<file path="config.mk">
export PLATFORM = sky130hd
export DESIGN_NAME = iserdes_word_aligner
export DESIGN_NICKNAME = d
export VERILOG_FILES = /design/src/rtl/iserdes_word_aligner.sv
export SDC_FILE = /design/constraint.sdc
export NUM_CORES = 1
export LEC_CHECK = 0
export CAP_MARGIN = 10
export CORE_ASPECT_RATIO = 1.2
export CORE_MARGIN = 8
export CORE_UTILIZATION = 53
export DETAILED_ROUTE_END_ITERATION = 16
export GPL_TIMING_DRIVEN = 0
export PLACE_DENSITY = 0.84
export SLEW_MARGIN = 20
export SYNTH_ARGS = -nofsm -noshare
export SYNTH_HDL_FRONTEND = slang
export SYNTH_SLANG_ARGS = --single-unit
</file>
<file path="constraint.sdc">
create_clock -name clk -period 5 [get_ports clk]
set_input_delay 1 -clock clk [delete_from_list [all_inputs] [get_ports clk]]
set_output_delay 1 -clock clk [all_outputs]
set_load 0.03 [all_outputs]
</file>
<file path="src/rtl/iserdes_word_aligner.sv">
// rtl/iserdes_word_aligner.sv - word-boundary aligner behind a 1:8 ISERDES
//
// Registers the parallel ISERDES word, hunts for TRAIN_PATTERN by pulsing
// BITSLIP, confirms the match over MATCH_COUNT consecutive words, then flags
// lock and qualifies the pass-through data.
//
// Ports:
//   clk          CLKDIV-rate clock
//   rst_n        asynchronous active-low reset
//   data_in      raw ISERDES word {Q1..Q8}, Q1 = MSB
//   enable       1 = run alignment, 0 = return to IDLE
//   realign      one-cycle pulse restarting the search
//   bitslip      to ISERDES BITSLIP, one cycle high per slip
//   data_out     registered copy of data_in
//   data_valid   high while locked
//   locked       high while locked
//   align_error  high once the slip budget is exhausted
//   slip_count   slips issued since the search started (saturating)
module iserdes_word_aligner #(
  parameter int                    DATA_WIDTH    = 8,
  parameter logic [DATA_WIDTH-1:0] TRAIN_PATTERN = DATA_WIDTH'(8'hF0),
  parameter int                    SETTLE_CYCLES = 3,
  parameter int                    MATCH_COUNT   = 16,
  parameter int                    MAX_SLIPS     = 16
) (
  input  logic                  clk,
  input  logic                  rst_n,
  input  logic [DATA_WIDTH-1:0] data_in,
  input  logic                  enable,
  input  logic                  realign,
  output logic                  bitslip,
  output logic [DATA_WIDTH-1:0] data_out,
  output logic                  data_valid,
  output logic                  locked,
  output logic                  align_error,
  output logic [4:0]            slip_count
);

  localparam int SW = (SETTLE_CYCLES > 1) ? $clog2(SETTLE_CYCLES) : 1;
  localparam int MW = $clog2(MATCH_COUNT + 1);

  typedef enum logic [2:0] {
    ST_IDLE,
    ST_CHECK,
    ST_SLIP,
    ST_SETTLE,
    ST_VERIFY,
    ST_LOCKED,
    ST_FAIL
  } state_t;

  state_t                state_q, state_d;
  logic [DATA_WIDTH-1:0] data_q;
  logic [4:0]            slip_q, slip_d;
  logic [MW-1:0]         match_q, match_d;
  logic [SW-1:0]         settle_q, settle_d;
  logic                  bitslip_q, locked_q, error_q;
  logic                  match_ok, slips_done;

  assign match_ok   = (data_q == TRAIN_PATTERN);
  assign slips_done = (slip_q == 5'(MAX_SLIPS));

  always_comb begin
    state_d  = state_q;
    slip_d   = slip_q;
    match_d  = match_q;
    settle_d = settle_q;

    case (state_q)
      ST_IDLE: begin
        if (enable) state_d = ST_CHECK;
      end
      ST_CHECK: begin
        if (match_ok) begin
          match_d = MW'(1);
          state_d = (MATCH_COUNT == 1) ? ST_LOCKED : ST_VERIFY;
        end else begin
          state_d = slips_done ? ST_FAIL : ST_SLIP;
        end
      end
      ST_SLIP: begin
        if (!slips_done) slip_d = slip_q + 5'd1;
        // Count down to zero so SETTLE occupies exactly SETTLE_CYCLES cycles.
        settle_d = SW'(SETTLE_CYCLES - 1);
        state_d  = ST_SETTLE;
      end
      ST_SETTLE: begin
        if (settle_q == '0) state_d = ST_CHECK;
        else                settle_d = settle_q - SW'(1);
      end
      ST_VERIFY: begin
        if (match_ok) begin
          match_d = match_q + MW'(1);
          if (match_q == MW'(MATCH_COUNT - 1)) state_d = ST_LOCKED;
        end else begin
          match_d = '0;
          state_d = slips_done ? ST_FAIL : ST_SLIP;
        end
      end
      ST_LOCKED: state_d = ST_LOCKED;
      ST_FAIL:   state_d = ST_FAIL;
      default:   state_d = ST_IDLE;
    endcase

    // enable outranks realign; realign is ignored while already idle.
    if (!enable)                           state_d = ST_IDLE;
    else if (realign && state_q != ST_IDLE) state_d = ST_IDLE;

    // Clearing on entry makes slip_count read 0 during the IDLE cycle itself.
    if (state_d == ST_IDLE) begin
      slip_d   = '0;
      match_d  = '0;
      settle_d = '0;
    end
  end

  always_ff @(posedge clk or negedge rst_n) begin
    if (!rst_n) begin
      state_q   <= ST_IDLE;
      data_q    <= '0;
      slip_q    <= '0;
      match_q   <= '0;
      settle_q  <= '0;
      bitslip_q <= 1'b0;
      locked_q  <= 1'b0;
      error_q   <= 1'b0;
    end else begin
      state_q   <= state_d;
      data_q    <= data_in;
      slip_q    <= slip_d;
      match_q   <= match_d;
      settle_q  <= settle_d;
      // Decoding the next state keeps the flags registered yet aligned with state_q.
      bitslip_q <= (state_d == ST_SLIP);
      locked_q  <= (state_d == ST_LOCKED);
      error_q   <= (state_d == ST_FAIL);
    end
  end

  assign bitslip     = bitslip_q;
  assign data_out    = data_q;
  assign data_valid  = locked_q;
  assign locked      = locked_q;
  assign align_error = error_q;
  assign slip_count  = slip_q;

endmodule

</file>
==> flow_summary.yaml <==
run_status:
  result_of_the_run: "finished clean"
run:
  maxCapViolations: 0
floorplan:
  placeableCoreArea_sq_um: 2280
  core.rowCount: 19
  die_height_um: 69.8
  initial_core_utilization_pct: 55.9
  io_pins: 29
  die_w_um: 60.8
  design.die.area_sq_um: 4240
sta:
  finalClockSkew_ps: 6.45
  fin_setup_tns_ps: 0
  final_hold_viol_count: 0
  final-max-slew-violation-count: 0
  grt_setup_unrepaired: "false"
  final_min_period_over_clock_period_pct: 51.6
  slew_headroom_pct: 62.5
  clock_period_minus_worst_slack_ps: 2580
  hold-worst-slack_ps: 522
  achievable-frequency_mhz: 387
  tightest_slew_ps: 563
  final-setup-viol-count: 0
global_routing:
  grt_most_used_layer: "met2"
  global_route.overflow_total: 0
  pin_count_of_the_biggest_net_entering_global_routing: 27
  track_usage_pct: 14.8
  grt.met3_usage_pct: 2.41
  grtUsageMet1_pct: 16.7
  wire_length_of_the_first_global_routing_pass_um: 4860
  vias_in_the_first_global_route: 1037
  grt_antenna_before_repair: 0
  grt_util_met2_pct: 26.5
critical_path:
  cpMaxStageDelayCell: "sky130_fd_sc_hd__clkdlybuf4s50_1"
  cp_num_buf_inv: 2
  worst_setup_path_start_kind: "primary input"
  reg2reg_slack_ps: 3010
  crit_family: "simple AND/OR/NAND/NOR gates"
  critical_path_class: "primary input to flip-flop"
  kind_of_capture_point_of_the_worst_setup_path: "flip-flop"
  crit_arrival_ps: 2860
  critPathMaxFanout: 6
  critPathRequiredTime_ps: 5280
  crit_chain: "clkdlybuf4s50_1 > or4b_1 > or4_1 > buf_2 > nor3b_1 > a211o_1"
  worst_path_largest_cell_delay_ps: 540
synth:
  synth_nets: 139
  yosys_warnings: 0
  number_of_synthesized_flops_with_an_enable_pin: 0
  synth.cell_area_sq_um: 1280
  cell_count_after_synthesis: 122
  asyncSetResetFlopFracSynth_pct: 100
  yosysSeqAreaShare_pct: 51.0
  yosysUniqueCellTypes: 41
  postSynth.topFlopCell: "sky130_fd_sc_hd__dfrtp_1"
  post_synth.cell_area_avg_sq_um: 10.5
  ys_seq_elements: 26
clock_tree:
  htree_levels: 1
  clock_latency_ps: 320
  clk_transition_reported_paths_ps: 140
  cts.hold.buffers_added: 0
  clock_root_cell: "sky130_fd_sc_hd__clkbuf_4"
  post-cts-setup-buffer-count: 0
  cts_tree: "yes"
  cts_buffers: 3
  clk_path_buf_depth: 2
  cts_resized: 0
  cts.sinks: 26
power_and_ir_drop:
  combinationalPowerShare_pct: 26.9
  power_switching_mw: 0.151
  share_clk_of_total_power_pct: 27.7
  cell_area_power_density_nw_per_um2: 314
  internal_power_mw: 0.365
  cellLeakagePower_nw: 0.716
  pwr-share-seq_pct: 45.5
  power.switching_fraction_pct: 29.2
  irDropWorstVdd_uv: 258
drt:
  total_vias_in_the_final_route: 1003
  routed_via_density: 5.42
  post_drt_wl_per_cell_um: 15.2
  wirelength_routed_um: 2810
  final_antenna_net_count: 0
  detail_route.first_pass.iterations: 4
  drc_errors: 0
  drt_initial_violations: 47
placed_design:
  portBuffers: 28
  gp_congestion: 0.832
  post-dp-hpwl_um: 2210
cells_and_area:
  final_nets: 172
  final_core_utilization_pct: 72.0
  antenna-diode-count: 0
  area.growth.synth_to_final_pct: 28.7
  drive_gt1_share_pct: 7.14
worst_hold_path:
  worstHoldPathType: "flip-flop to flip-flop"
## sequential cells by signal, summed over array words and instances, names as in the netlist
register	cells
data_valid	1
match_q	5
bitslip	1
state_q	3
data_out	8
align_error	1
settle_q	2
slip_count	5
## power groups by stage
stage	sequential, mW	clock, mW	combinational, mW
after floorplan	0.254	0	0.0746
after global placement	0.238	0	0.133
after detailed placement	0.239	0	0.139
after CTS	0.235	0.145	0.139
after global routing	0.236	0.154	0.152
final	0.235	0.143	0.139
## cell usage in the layout (no fill, tap or decap), types with 3 or more instances in the layout
master / netlist / routed
sky130_fd_sc_hd__clkbuf_1: 4 / 4
sky130_fd_sc_hd__clkbuf_4: 0 / 3
sky130_fd_sc_hd__o21ai_0: 3 / 3
sky130_fd_sc_hd__clkdlybuf4s50_1: 0 / 27
sky130_fd_sc_hd__nor3b_1: 3 / 3
sky130_fd_sc_hd__xnor2_1: 5 / 5
sky130_fd_sc_hd__nand3_1: 3 / 3
sky130_fd_sc_hd__nand2_1: 6 / 6
sky130_fd_sc_hd__nor2_1: 12 / 12
sky130_fd_sc_hd__nor3_1: 4 / 4
sky130_fd_sc_hd__nor2b_1: 3 / 3
sky130_fd_sc_hd__ha_1: 5 / 5
sky130_fd_sc_hd__dfrtp_1: 26 / 26
sky130_fd_sc_hd__inv_1: 10 / 10
## cell families (layout without fill, tap and decap cells)
kind of cell	Yosys count	after routing	synth area share, %
mux	2	2	1.67
buf+inv	17	49	5.98
simple gates	45	45	19.8
fa+ha+maj	5	5	4.90
xor+xnor	7	7	4.80
compound gates	20	20	11.9
flops	26	26	51.0
## Yosys cell counts (2+ instances only)
library cell	number	area share [%]
sky130_fd_sc_hd__nor2_1	12	3.5
sky130_fd_sc_hd__xor2_1	2	1.4
sky130_fd_sc_hd__inv_1	10	2.9
sky130_fd_sc_hd__xnor2_1	5	3.4
sky130_fd_sc_hd__a21oi_1	2	0.78
sky130_fd_sc_hd__nand2b_1	2	0.98
sky130_fd_sc_hd__nor2b_1	3	1.5
sky130_fd_sc_hd__o21ai_0	3	1.2
sky130_fd_sc_hd__or4_1	2	1.2
sky130_fd_sc_hd__clkbuf_1	4	1.2
sky130_fd_sc_hd__a221oi_1	2	1.4
sky130_fd_sc_hd__o22ai_1	2	0.98
sky130_fd_sc_hd__nor3b_1	3	1.8
sky130_fd_sc_hd__ha_1	5	4.9
sky130_fd_sc_hd__nand3_1	3	1.2
sky130_fd_sc_hd__a211o_1	2	1.4
sky130_fd_sc_hd__or3_1	2	0.98
sky130_fd_sc_hd__nand2_1	6	1.8
sky130_fd_sc_hd__nor4bb_1	2	1.6
sky130_fd_sc_hd__dfrtp_1	26	51
sky130_fd_sc_hd__nor3_1	4	1.6
## final cells by class
type	instances	area (sq um)
flip-flops and latches	26	651
fillers	182	639
multi-input cells	79	549
repair buffers	28	275
plain buffers	7	38.8
well taps	31	38.8
inverters	10	37.5
clock inverters	1	30.0
clock buffers	3	22.5
## worst paths after layout
check	startpoint	end	depth (start not counted)
max in group asynchronous	rst_n	match_q[1]	1
min reg2reg	match_q[4]	match_q[4]	1
max reg2reg	data_out[1]	match_q[2]	5
min in group asynchronous	rst_n	match_q[0]	1
min	match_q[4]	match_q[4]	1
max	enable	match_q[2]	6
## metal layers
metal | wire length [um] | vias up | share of wire, %
met5 | 0 | - | 0
met2 | 1620 | 16 | 57
met4 | 40 | 0 | 1.4
met3 | 58 | 5 | 2.1
li1 | - | 492 | -
met1 | 1100 | 490 | 39
## metrics by stage
stage | total power, mW | std cells | area [sq um] | setup WS [ps]
3_3_place_gp | 0.371 | 181 | 1600 | 2110
2_1_floorplan | 0.328 | 122 | 1280 | 2670
6_report | 0.516 | 185 | 1640 | 2420
3_5_place_dp | 0.377 | 181 | 1600 | 2060
4_1_cts | 0.519 | 185 | 1650 | 2410
5_1_grt | 0.542 | 185 | 1640 | 2340
## worst reg2reg max path: cells and delay by family, from the launching register on
family                 cells  cell delay (ps)
AOI/OAI and AO/OA          1              120
buffers and inverters      1              160
DFF                        1              410
and+or+nand+nor            3             1260
Note: power is estimated with default switching activity, not from simulation.
